## src/rtl/msg_scroller.sv

```systemverilog
// ---------------------------------------------------------------------------
// msg_scroller
//
// Scrolls a MSG_NIBBLES-digit hex message through a WIN_NIBBLES-digit window
// on the display data bus, one nibble per enabled clk3hz edge. Two modes:
//   circular : endless rotation, direction chosen live by dir
//   bounce   : ping-pong between offset 0 and LAST, holding DWELL run cycles
//              at each end
//
// Ports
//   clk3hz   in   scroll clock, rising edge
//   rst      in   synchronous reset, active low
//   msg_in   in   message, nibble MSG_NIBBLES-1 shown first
//   load     in   synchronous reload of msg_in and mode
//   run      in   scroll enable, low freezes all state
//   mode     in   0 = circular, 1 = bounce (latched at reset/load only)
//   dir      in   circular direction, 0 = left, 1 = right
//   dataBus  out  top WIN_NIBBLES nibbles of the rotation register
//   offset   out  net left-rotation count, modulo MSG_NIBBLES
//   edge_p   out  one-cycle pulse at a wrap (circular) or end (bounce)
//   dbgState out  bounce FSM state (FWD=0, DW_END=1, BACK=2, DW_START=3)
//
// Handshake: none. load and run are level-sampled enables; priority is
// !rst > load > run > hold, and every output comes straight from a register.
// ---------------------------------------------------------------------------
module msg_scroller #(
    parameter int MSG_NIBBLES = 8,
    parameter int WIN_NIBBLES = 4,
    parameter int DWELL       = 2,
    parameter int OFFW        = ($clog2(MSG_NIBBLES) < 1) ? 1 : $clog2(MSG_NIBBLES)
) (
    input  logic                     clk3hz,
    input  logic                     rst,
    input  logic [4*MSG_NIBBLES-1:0] msg_in,
    input  logic                     load,
    input  logic                     run,
    input  logic                     mode,
    input  logic                     dir,
    output logic [4*WIN_NIBBLES-1:0] dataBus,
    output logic [OFFW-1:0]          offset,
    output logic                     edge_p,
    output logic [1:0]               dbgState
);

    typedef enum logic [1:0] {
        FWD      = 2'd0,
        DW_END   = 2'd1,
        BACK     = 2'd2,
        DW_START = 2'd3
    } stateT;

    localparam int MW  = 4 * MSG_NIBBLES;
    localparam int DWW = (DWELL > 0) ? $clog2(DWELL + 1) : 1;

    localparam logic [OFFW-1:0] OFF_MAX  = OFFW'(MSG_NIBBLES - 1);
    localparam logic [OFFW-1:0] LAST_OFF = OFFW'(MSG_NIBBLES - WIN_NIBBLES);
    localparam logic [DWW-1:0]  DW_LAST  = DWW'((DWELL > 0) ? DWELL - 1 : 0);

    logic [MW-1:0]   rot;
    logic            modeQ;
    stateT           state;
    logic [DWW-1:0]  dwellCnt;

    logic [MW-1:0]   rotL;
    logic [MW-1:0]   rotR;
    logic [OFFW-1:0] offInc;
    logic [OFFW-1:0] offDec;

    assign rotL = {rot[MW-5:0], rot[MW-1 -: 4]};
    assign rotR = {rot[3:0], rot[MW-1:4]};

    // Explicit wrap so non-power-of-2 message lengths stay modulo MSG_NIBBLES.
    assign offInc = (offset == OFF_MAX) ? '0 : offset + 1'b1;
    assign offDec = (offset == '0) ? OFF_MAX : offset - 1'b1;

    assign dataBus  = rot[MW-1 -: 4*WIN_NIBBLES];
    assign dbgState = state;

    always_ff @(posedge clk3hz) begin
        if (!rst || load) begin
            rot      <= msg_in;
            modeQ    <= mode;
            offset   <= '0;
            state    <= FWD;
            dwellCnt <= '0;
            edge_p   <= 1'b0;
        end else if (run) begin
            edge_p <= 1'b0;
            if (!modeQ) begin
                if (!dir) begin
                    rot    <= rotL;
                    offset <= offInc;
                    edge_p <= (offInc == '0);
                end else begin
                    rot    <= rotR;
                    offset <= offDec;
                    edge_p <= (offDec == '0);
                end
            end else if (LAST_OFF != '0) begin
                // Window as wide as the message: nothing to bounce, stay in FWD.
                case (state)
                    FWD: begin
                        rot    <= rotL;
                        offset <= offInc;
                        if (offInc == LAST_OFF) begin
                            edge_p <= 1'b1;
                            state  <= (DWELL == 0) ? BACK : DW_END;
                        end
                    end
                    DW_END: begin
                        if (dwellCnt == DW_LAST) begin
                            dwellCnt <= '0;
                            state    <= BACK;
                        end else begin
                            dwellCnt <= dwellCnt + 1'b1;
                        end
                    end
                    BACK: begin
                        rot    <= rotR;
                        offset <= offDec;
                        if (offDec == '0) begin
                            edge_p <= 1'b1;
                            state  <= (DWELL == 0) ? FWD : DW_START;
                        end
                    end
                    DW_START: begin
                        if (dwellCnt == DW_LAST) begin
                            dwellCnt <= '0;
                            state    <= FWD;
                        end else begin
                            dwellCnt <= dwellCnt + 1'b1;
                        end
                    end
                    default: state <= FWD;
                endcase
            end
        end else begin
            edge_p <= 1'b0;
        end
    end

endmodule

```

## config.mk

```make
export PLATFORM = sky130hd
export DESIGN_NAME = msg_scroller
export DESIGN_NICKNAME = d
export VERILOG_FILES = /design/src/rtl/msg_scroller.sv
export SDC_FILE = /design/constraint.sdc
export NUM_CORES = 1
export LEC_CHECK = 0
export BUFFER_PORTS_ARGS = -buffer_cell sky130_fd_sc_hd__buf_2
export CORE_MARGIN = 1.5
export CORE_UTILIZATION = 53
export DETAILED_ROUTE_END_ITERATION = 8
export GPL_ROUTABILITY_DRIVEN = 0
export PLACE_DENSITY = 0.9
export SLEW_MARGIN = 20
export SYNTH_ARGS = -nofsm -noshare
export SYNTH_HDL_FRONTEND = slang
export SYNTH_SLANG_ARGS = --single-unit
export TNS_END_PERCENT = 30
```

## constraint.sdc

```tcl
create_clock -name clk3hz -period 2.1 [get_ports clk3hz]
set_input_delay 0.42 -clock clk3hz [delete_from_list [all_inputs] [get_ports clk3hz]]
set_output_delay 0.42 -clock clk3hz [all_outputs]
set_load 0.01 [all_outputs]
```

==> run_results.csv, run 1 <==
group,metric,value,unit
power_and_ir_drop,total_leakage_power,1.324,nW
detailed_routing,via_per_inst,5.307,
timing,min_period,1.877,ns
power_and_ir_drop,p_seq_share,52.5,%
finish,drive_above_1_share,27.78,%
critical_path,timing.critical_path.max_delay_family,"multiplexers",
logic_synthesis,synth.most_common_cell,"nand2_1",
logic_synthesis,synthFlopType,"edfxtp_1",
floorplanning,start_util,55.09,%
timing,worst_slew_pin_slew,0.4520,ns
logic_synthesis,synth-edff-count,33,
logic_synthesis,synth_commonest_cells,"nand2_1 (39), edfxtp_1 (33), mux2i_1 (33)",
detailed_routing,ant_nets,0,
timing,hold_viol,0,
logic_synthesis,yosysWarnings,0,
floorplanning,die_w,70.27,um
detailed_routing,drcViolationCount,0,
logic_synthesis,mappedNetlistArea,2399,um^2
cts,post_cts_buffers,0,
detailed_routing,drt-pass1-iter-count,4,
timing,setup_viol,0,
cts,cts_buffers,5,
finish,syn_to_final_growth,12.94,%
detailed_routing,drt_iter0_drc,103,
cts,cts_hold_buf,0,
min_path,hp-class,"input pin to flop",
detailed_routing,routed_wl,4301,um
logic_synthesis,synth.top_cell.area_share,41.31,%
critical_path,critical_path.max_fanout,16,
logic_synthesis,netlist-cell-type-count,34,
power_and_ir_drop,irDropWorstVdd,0.0003466,V
power_and_ir_drop,pwr-share-clk,32.0,%
place,dp_hpwl,3067,um
finish,n_fill_cell,361,
floorplanning,io_pins,60,
finish,layout.nets,318,
floorplanning,die-area,4938,um^2
critical_path,path_cells,"inv_1 > ha_1 > mux2i_4 > buf_4 > mux2i_1 > o21ai_1",
detailed_routing,wire_per_inst,13.36,um
detailed_routing,num_vias,1709,
global_routing,overflow,0,
timing,post-route-period-util,89.39,%
global_routing,grt_max_degree,47,
power_and_ir_drop,netSwitchingPower,0.0004819,W
global_routing,grt.total_usage,18.37,%
timing,fin_skew,0.007688,ns
place,numPortBuffers,59,
finish,insertedDiodeCount,0,
timing,rsz0062_at_grt,"false",
power_and_ir_drop,internal-power,0.001454,W
cts,clk_pin_slew,0.08,ns
logic_synthesis,synthCells,227,
power_and_ir_drop,power.share.combinational,15.5,%
cts,clock-root-buffer,"clkbuf_8",
run,maxCapViolations,0,
cts,cts.repair.resized,0,
critical_path,critPathKind,"flop to flop",
critical_path,critPathCaptureType,"flop",
logic_synthesis,ys_ff_latch,41,
logic_synthesis,async_flop_share,0,%
power_and_ir_drop,swShare,24.90,%
floorplanning,die_h,70.27,um
logic_synthesis,synth_top_area_cell,"edfxtp_1",
global_routing,first_global_vias,1559,
floorplanning,core_region_area,4354,um^2
critical_path,required,2.14,ns
global_routing,antenna_found_initial,0,
timing,fmax,0.5327,GHz
power_and_ir_drop,power_density,714.6,nW/um^2
cts,numClockSinks,41,
floorplanning,rows,24,
logic_synthesis,avgSynthCellArea,10.57,um^2
cts,clk-insertion-delay-late,0.30,ns
outcome,status,"completed",
timing,slew_viol_final,0,
cts,clockBufferDepth,2,
logic_synthesis,seq_area_frac_synth,47.99,%
timing,fin_setup_tns,0,ns
logic_synthesis,syn-num-nets,275,
critical_path,crit_arrival,1.92,ns
finish,stdcell_count,322,
place,placed_cells,315,
critical_path,crit_path_max_incr_delay,0.40,ns
timing,relSlewSlack,69.80,%
critical_path,startpoint_type,"flop",
critical_path,critPathBufInv,2,
logic_synthesis,synthTopCellsByArea,"edfxtp_1 (41%), mux2i_1 (14%), dfxtp_1 (6.7%)",
global_routing,grt_pass1_wl,7100,um
cts,cts_tree,"built",
critical_path,slowest_stage,"dfxtp_1",
cts,cts-htree-levels,2,
## cell usage in the layout (no fill, tap or decap), drive strengths merged, types with 2 or more instances in the layout
cell type and n:
nand2 39, buf 65, nor3 2, xnor2 2, ha 10, mux2i 33
dfxtp 8, nor2b 2, o21ai 36, a21oi 5, edfxtp 33, clkbuf 5
inv 8, nor2 6
## power groups by stage
stage               Sequential (W)  Clock, W  Combinational, W
floorplan                  0.00101         0          0.000260
global placement           0.00103         0          0.000293
detailed placement         0.00104         0          0.000302
CTS                        0.00102  0.000636          0.000303
global route               0.00103  0.000665          0.000333
finish                     0.00102  0.000619          0.000300
## registers in the layout (all words and copies together), names as in the netlist
name / count
dbgState: 2
dwellCnt: 2
edge_p: 1
modeQ: 1
offset: 3
rot: 32
## logic make-up after synthesis
family	count (synthesis)	share of synthesized area [%]
adders and majority gates	10	5.216
and+or+nand+nor	55	9.808
AOI/OAI and AO/OA	49	11.37
DFF	41	47.99
buffers and inverters	37	11.11
xor gates and xnor gates	2	0.7304
muxes	33	13.77
## layer usage
metal | up-vias | GRT usage (%) | wire, um
li1 | 872 | - | -
met1 | 783 | 24.51 | 2017
met2 | 45 | 28.20 | 1986
met3 | 9 | 3.752 | 190
met4 | 0 | 9.615 | 106
met5 | - | 0 | 0
## stage by stage
| stage | setup slack, ns | hold WS (ns) | utilization (%) | total power [W] | area [um^2] |
|---|---|---|---|---|---|
| after floorplan | 0.1404 | 0.4123 | - | 0.001275 | 2399 |
| after global placement | 0.3434 | 0.4212 | 59.83 | 0.001325 | 2605 |
| after detailed placement | 0.2514 | 0.4363 | 59.83 | 0.001337 | 2605 |
| after CTS | 0.2327 | 0.2882 | 62.21 | 0.001956 | 2709 |
| after global routing | 0.1260 | 0.2836 | 62.21 | 0.002025 | 2709 |
| final | 0.2228 | 0.3008 | 62.21 | 0.001936 | 2709 |
## worst paths after layout
path / from / end / slack [ns] / depth (start not counted)
max: dbgState[0] / rot[6] / 0.22 / 6
min: mode / modeQ / 0.30 / 1
max reg2reg: dbgState[0] / rot[6] / 0.22 / 6
min reg2reg: dwellCnt[1] / dwellCnt[1] / 0.44 / 2
## layout make-up
cell class                      count  area, um^2  share of cell area [%]
Tap cell                           52       65.06                   2.402
Clock inverter                      2       35.03                   1.293
Inverter                            8       30.03                   1.109
Sequential cell                    41        1151                   42.49
Timing Repair Buffer               65       365.4                   13.49
Multi-Input combinational cell    149       993.5                   36.67
Clock buffer                        5       68.82                   2.540
(Power assumes the default switching activity.)
==> inputs of run 2 (changes only) <==
Clock period 2.1 ns to 2 ns, I/O delays scaled along.
==> run_results.csv, run 2 (same netlist as run 1, synthesis figures left out) <==
group,metric,value,unit
place,dp_hpwl,3311,um
cts,clk-insertion-delay-late,0.29,ns
power_and_ir_drop,p_seq_share,55.8,%
critical_path,slowest_stage,"or3b_1",
finish,multi_input_area,993.5,um^2
detailed_routing,wire_per_inst,13.88,um
timing,finalWorstSetupSlack,0.1752,ns
power_and_ir_drop,power_density,706.4,nW/um^2
finish,insertedDiodeCount,0,
finish,stdcell_area,2710,um^2
critical_path,rr_worst_depth,6,
critical_path,crit_arrival,2.01,ns
cts,clk_pin_slew,0.08,ns
cts,cts_hold_buf,0,
run,maxCapViolations,0,
global_routing,grt_max_degree,47,
cts,cts.repair.resized,0,
floorplanning,die_h,70.27,um
critical_path,r2r_slack,0.18,ns
critical_path,critPathBufInv,2,
finish,largest-register,"rot",
power_and_ir_drop,swShare,25.90,%
critical_path,path_cells,"inv_1 > ha_1 > mux2i_4 > buf_12 > or3b_1 > a311oi_1",
critical_path,critical_path.max_fanout,22,
global_routing,overflow,0,
min_path,hold_path_end,"modeQ",
place,dpl-instance-area,2630,um^2
finish,drive_above_1_share,26.94,%
detailed_routing,routed_wl,4484,um
timing,fin_skew,0.006757,ns
cts,cts-htree-levels,2,
cts,numClockSinks,41,
finish,mostFrequentLayoutCell,"buf_2",
detailed_routing,drt-pass1-iter-count,4,
detailed_routing,ant_nets,0,
place,numPortBuffers,59,
cts,cts_tree,"built",
power_and_ir_drop,irDropWorstVdd,0.0004706,V
min_path,hp-class,"input pin to flop",
timing,rsz0062_at_grt,"false",
critical_path,timing.critical_path.max_delay_family,"simple AND/OR/NAND/NOR gates",
timing,slew_viol_final,0,
place,place_ws,0.1946,ns
timing,worst_hold_slack,0.3010,ns
critical_path,critPathCaptureType,"flop",
floorplanning,die-area,4938,um^2
critical_path,startpoint_type,"flop",
global_routing,first_global_vias,1582,
timing,min_period,1.825,ns
critical_path,crit_start,"dbgState[0]",
finish,n_fill_cell,385,
power_and_ir_drop,pwr-share-clk,27.2,%
power_and_ir_drop,internal-power,0.001419,W
outcome,status,"completed",
min_path,min_from,"mode",
critical_path,reg2reg_to,"offset[0]",
critical_path,critPathKind,"flop to flop",
critical_path,required,2.18,ns
finish,layout.nets,318,
min_path,holdPathStages,1,
detailed_routing,num_vias,1705,
timing,post-route-period-util,91.24,%
timing,worst_slew_pin_slew,0.4804,ns
floorplanning,io_pins,60,
timing,fmax,0.5480,GHz
power_and_ir_drop,netSwitchingPower,0.0004957,W
cts,clockBufferDepth,2,
finish,regArea,1151,um^2
detailed_routing,via_per_inst,5.279,
global_routing,grt.total_usage,18.66,%
timing,fin_setup_tns,0,ns
power_and_ir_drop,power.share.combinational,17.0,%
critical_path,crit_path_max_incr_delay,0.36,ns
finish,final_cell_mix,"buf_2 (59), nand2_1 (39), edfxtp_1 (33)",
finish,syn_to_final_growth,12.99,%
timing,hold_viol,0,
power_and_ir_drop,total_leakage_power,1.320,nW
cts,post_cts_buffers,0,
timing,relSlewSlack,67.90,%
finish,largest_register_ffs,32,
cts,clock-root-buffer,"clkbuf_8",
floorplanning,start_util,55.09,%
finish,reg_top3,"rot x32, offset x3",
global_routing,antenna_found_initial,0,
floorplanning,rows,24,
cts,cts_buffers,5,
critical_path,rr_startpoint,"dbgState[0]",
global_routing,grt_pass1_wl,7231,um
floorplanning,die_w,70.27,um
detailed_routing,drt_iter0_drc,89,
detailed_routing,drcViolationCount,0,
timing,setup_viol,0,
floorplanning,core_region_area,4354,um^2
## run 2: cell types whose count changed in the layout (fill, tap and decap cells not counted)
cell and delta:
clkbuf_1 +3, buf_12 +2, buf_4 -2, bufinv_16 -1
clkinv_2 -1
## run 2: how the worst max path moves through the flow
| stage | end | slack (ns) | cells past startpoint |
|---|---|---|---|
| floorplan | rot[0] | 0.04 | 6 |
| global placement | rot[1] | 0.30 | 6 |
| detailed placement | offset[0] | 0.19 | 6 |
| CTS | offset[0] | 0.16 | 6 |
| global route | offset[0] | 0.07 | 6 |
| finish | offset[0] | 0.18 | 6 |
## run 2: metrics by stage
stage,total power [W],std cells,utilization (%)
finish,0.001914,323,62.24
CTS,0.001930,323,62.24
global route,0.002003,323,62.24
floorplan,0.001339,227,-
detailed placement,0.001416,315,60.40
global placement,0.001400,315,60.40
## run 2: area by class of cell
type	count	area share, %
Timing Repair Buffer	65	14.40
Clock buffer	8	2.955
Multi-Input combinational cell	149	36.66
Inverter	8	1.108
Tap cell	52	2.401
Sequential cell	41	42.47
## run 2: layer usage
layer | wire length, um | GRT usage, %
met5 | 0 | 0
met4 | 42 | 5.769
met3 | 209 | 4.185
met2 | 2227 | 31.13
met1 | 2005 | 24.19
## run 2: power groups by stage
stage          Clock [W]  Sequential (W)  Combinational, W
2_1_floorplan          0         0.00107          0.000273
3_3_place_gp           0         0.00108          0.000315
3_5_place_dp           0         0.00109          0.000330
4_1_cts         0.000532         0.00107          0.000330
5_1_grt         0.000566         0.00108          0.000358
6_report        0.000520         0.00107          0.000326
==> inputs of run 3 (changes only) <==
Settings changed: MAX_ROUTING_LAYER set to met4.
==> run_results.csv, run 3 (same netlist as run 1, synthesis figures left out) <==
group,metric,value,unit
outcome,status,"completed",
cts,numClockSinks,41,
cts,clock-root-buffer,"clkbuf_8",
timing,setup_viol,0,
place,dp_hpwl,3311,um
cts,clk_pin_slew,0.08,ns
timing,slew_viol_final,0,
global_routing,grt_max_degree,47,
timing,rsz0062_at_grt,"false",
detailed_routing,num_vias,1701,
detailed_routing,wire_per_inst,13.81,um
finish,mostFrequentLayoutCell,"buf_2",
detailed_routing,drt_iter0_drc,88,
detailed_routing,ant_nets,0,
critical_path,critPathKind,"flop to flop",
min_path,hp-class,"input pin to flop",
min_path,hold_path_end,"modeQ",
cts,cts_tree,"built",
power_and_ir_drop,pwr-share-clk,27.2,%
timing,min_period,1.825,ns
power_and_ir_drop,power_density,705.8,nW/um^2
floorplanning,io_pins,60,
power_and_ir_drop,internal-power,0.001419,W
finish,drive_above_1_share,26.94,%
global_routing,first_global_vias,1583,
finish,regArea,1151,um^2
global_routing,grt_pass1_wl,7231,um
timing,fmax,0.5481,GHz
place,numPortBuffers,59,
timing,fin_skew,0.007043,ns
critical_path,reg2reg_to,"offset[0]",
floorplanning,rows,24,
floorplanning,die_h,70.27,um
detailed_routing,drcViolationCount,0,
min_path,min_from,"mode",
power_and_ir_drop,power.share.combinational,17.0,%
finish,syn_to_final_growth,12.99,%
timing,worst_hold_slack,0.3022,ns
critical_path,required,2.18,ns
detailed_routing,drt-pass1-iter-count,4,
power_and_ir_drop,p_seq_share,55.8,%
finish,final_cell_mix,"buf_2 (59), nand2_1 (39), edfxtp_1 (33)",
timing,fin_setup_tns,0,ns
critical_path,critPathCaptureType,"flop",
detailed_routing,routed_wl,4462,um
critical_path,startpoint_type,"flop",
finish,largest_register_ffs,32,
power_and_ir_drop,total_leakage_power,1.320,nW
critical_path,crit_arrival,2.01,ns
finish,insertedDiodeCount,0,
power_and_ir_drop,swShare,25.83,%
detailed_routing,via_per_inst,5.266,
cts,cts.repair.resized,0,
floorplanning,core_region_area,4354,um^2
global_routing,grt.total_usage,19.19,%
power_and_ir_drop,irDropWorstVdd,0.0004698,V
power_and_ir_drop,netSwitchingPower,0.0004941,W
cts,clk-insertion-delay-late,0.28,ns
global_routing,antenna_found_initial,0,
floorplanning,die-area,4938,um^2
timing,relSlewSlack,67.90,%
cts,cts_hold_buf,0,
critical_path,critical_path.max_fanout,22,
min_path,holdPathStages,1,
critical_path,r2r_slack,0.18,ns
cts,cts-htree-levels,2,
run,maxCapViolations,0,
finish,multi_input_area,993.5,um^2
cts,post_cts_buffers,0,
timing,worst_slew_pin_slew,0.4804,ns
finish,n_fill_cell,385,
cts,clockBufferDepth,2,
critical_path,rr_startpoint,"dbgState[0]",
cts,cts_buffers,5,
timing,hold_viol,0,
finish,layout.nets,318,
finish,largest-register,"rot",
floorplanning,start_util,55.09,%
global_routing,overflow,0,
critical_path,rr_worst_depth,6,
floorplanning,die_w,70.27,um
timing,post-route-period-util,91.23,%
finish,reg_top3,"rot x32, offset x3",
## run 3: critical path, stage by stage (launching register included)
cell,delay [ns]
dfxtp_1,0.35
inv_1,0.11
ha_1,0.28
mux2i_4,0.13
buf_12,0.18
or3b_1,0.36
a311oi_1,0.29
## run 3: layer usage
| layer | wire, um | GRT usage, % | up-vias | share of wire [%] |
|---|---|---|---|---|
| li1 | - | - | 868 | - |
| met1 | 1957 | 24.19 | 779 | 44 |
| met2 | 2223 | 31.13 | 48 | 50 |
| met3 | 224 | 3.319 | 6 | 5.0 |
| met4 | 57 | 7.051 | 0 | 1.3 |
| met5 | 0 | - | - | 0 |
## run 3: final cells by class
| cell class | count | area share [%] |
|---|---|---|
| multi-input cells | 149 | 36.66 |
| clock buffers | 8 | 2.955 |
| repair buffers | 65 | 14.40 |
| flip-flops and latches | 41 | 42.47 |
| well taps | 52 | 2.401 |
| inverters | 8 | 1.108 |
## run 3: stage by stage
stage,instance area [um^2],setup slack (ns),utilization [%],power (W),instances
4_1_cts,2710,0.1627,62.24,0.001930,323
3_3_place_gp,2630,0.3043,60.40,0.001400,315
2_1_floorplan,2399,0.04042,-,0.001339,227
6_report,2710,0.1754,62.24,0.001913,323
5_1_grt,2710,0.07378,62.24,0.002001,323
3_5_place_dp,2630,0.1946,60.40,0.001416,315
## run 3: worst max-delay path by stage
stage                start        end  slack (ns)
2_1_floorplan  dbgState[0]     rot[0]        0.04
3_3_place_gp   dbgState[0]     rot[1]        0.30
3_5_place_dp   dbgState[0]  offset[0]        0.19
4_1_cts        dbgState[0]  offset[0]        0.16
5_1_grt        dbgState[0]  offset[0]        0.07
6_report       dbgState[0]  offset[0]        0.18
## run 3: power by group through the flow
stage / sequential [W] / clock (W) / combinational, W
after floorplan: 0.00107 / 0 / 0.000273
after global routing: 0.00108 / 0.000565 / 0.000358
after detailed placement: 0.00109 / 0 / 0.000330
after CTS: 0.00107 / 0.000532 / 0.000330
final: 0.00107 / 0.000519 / 0.000326
after global placement: 0.00108 / 0 / 0.000315
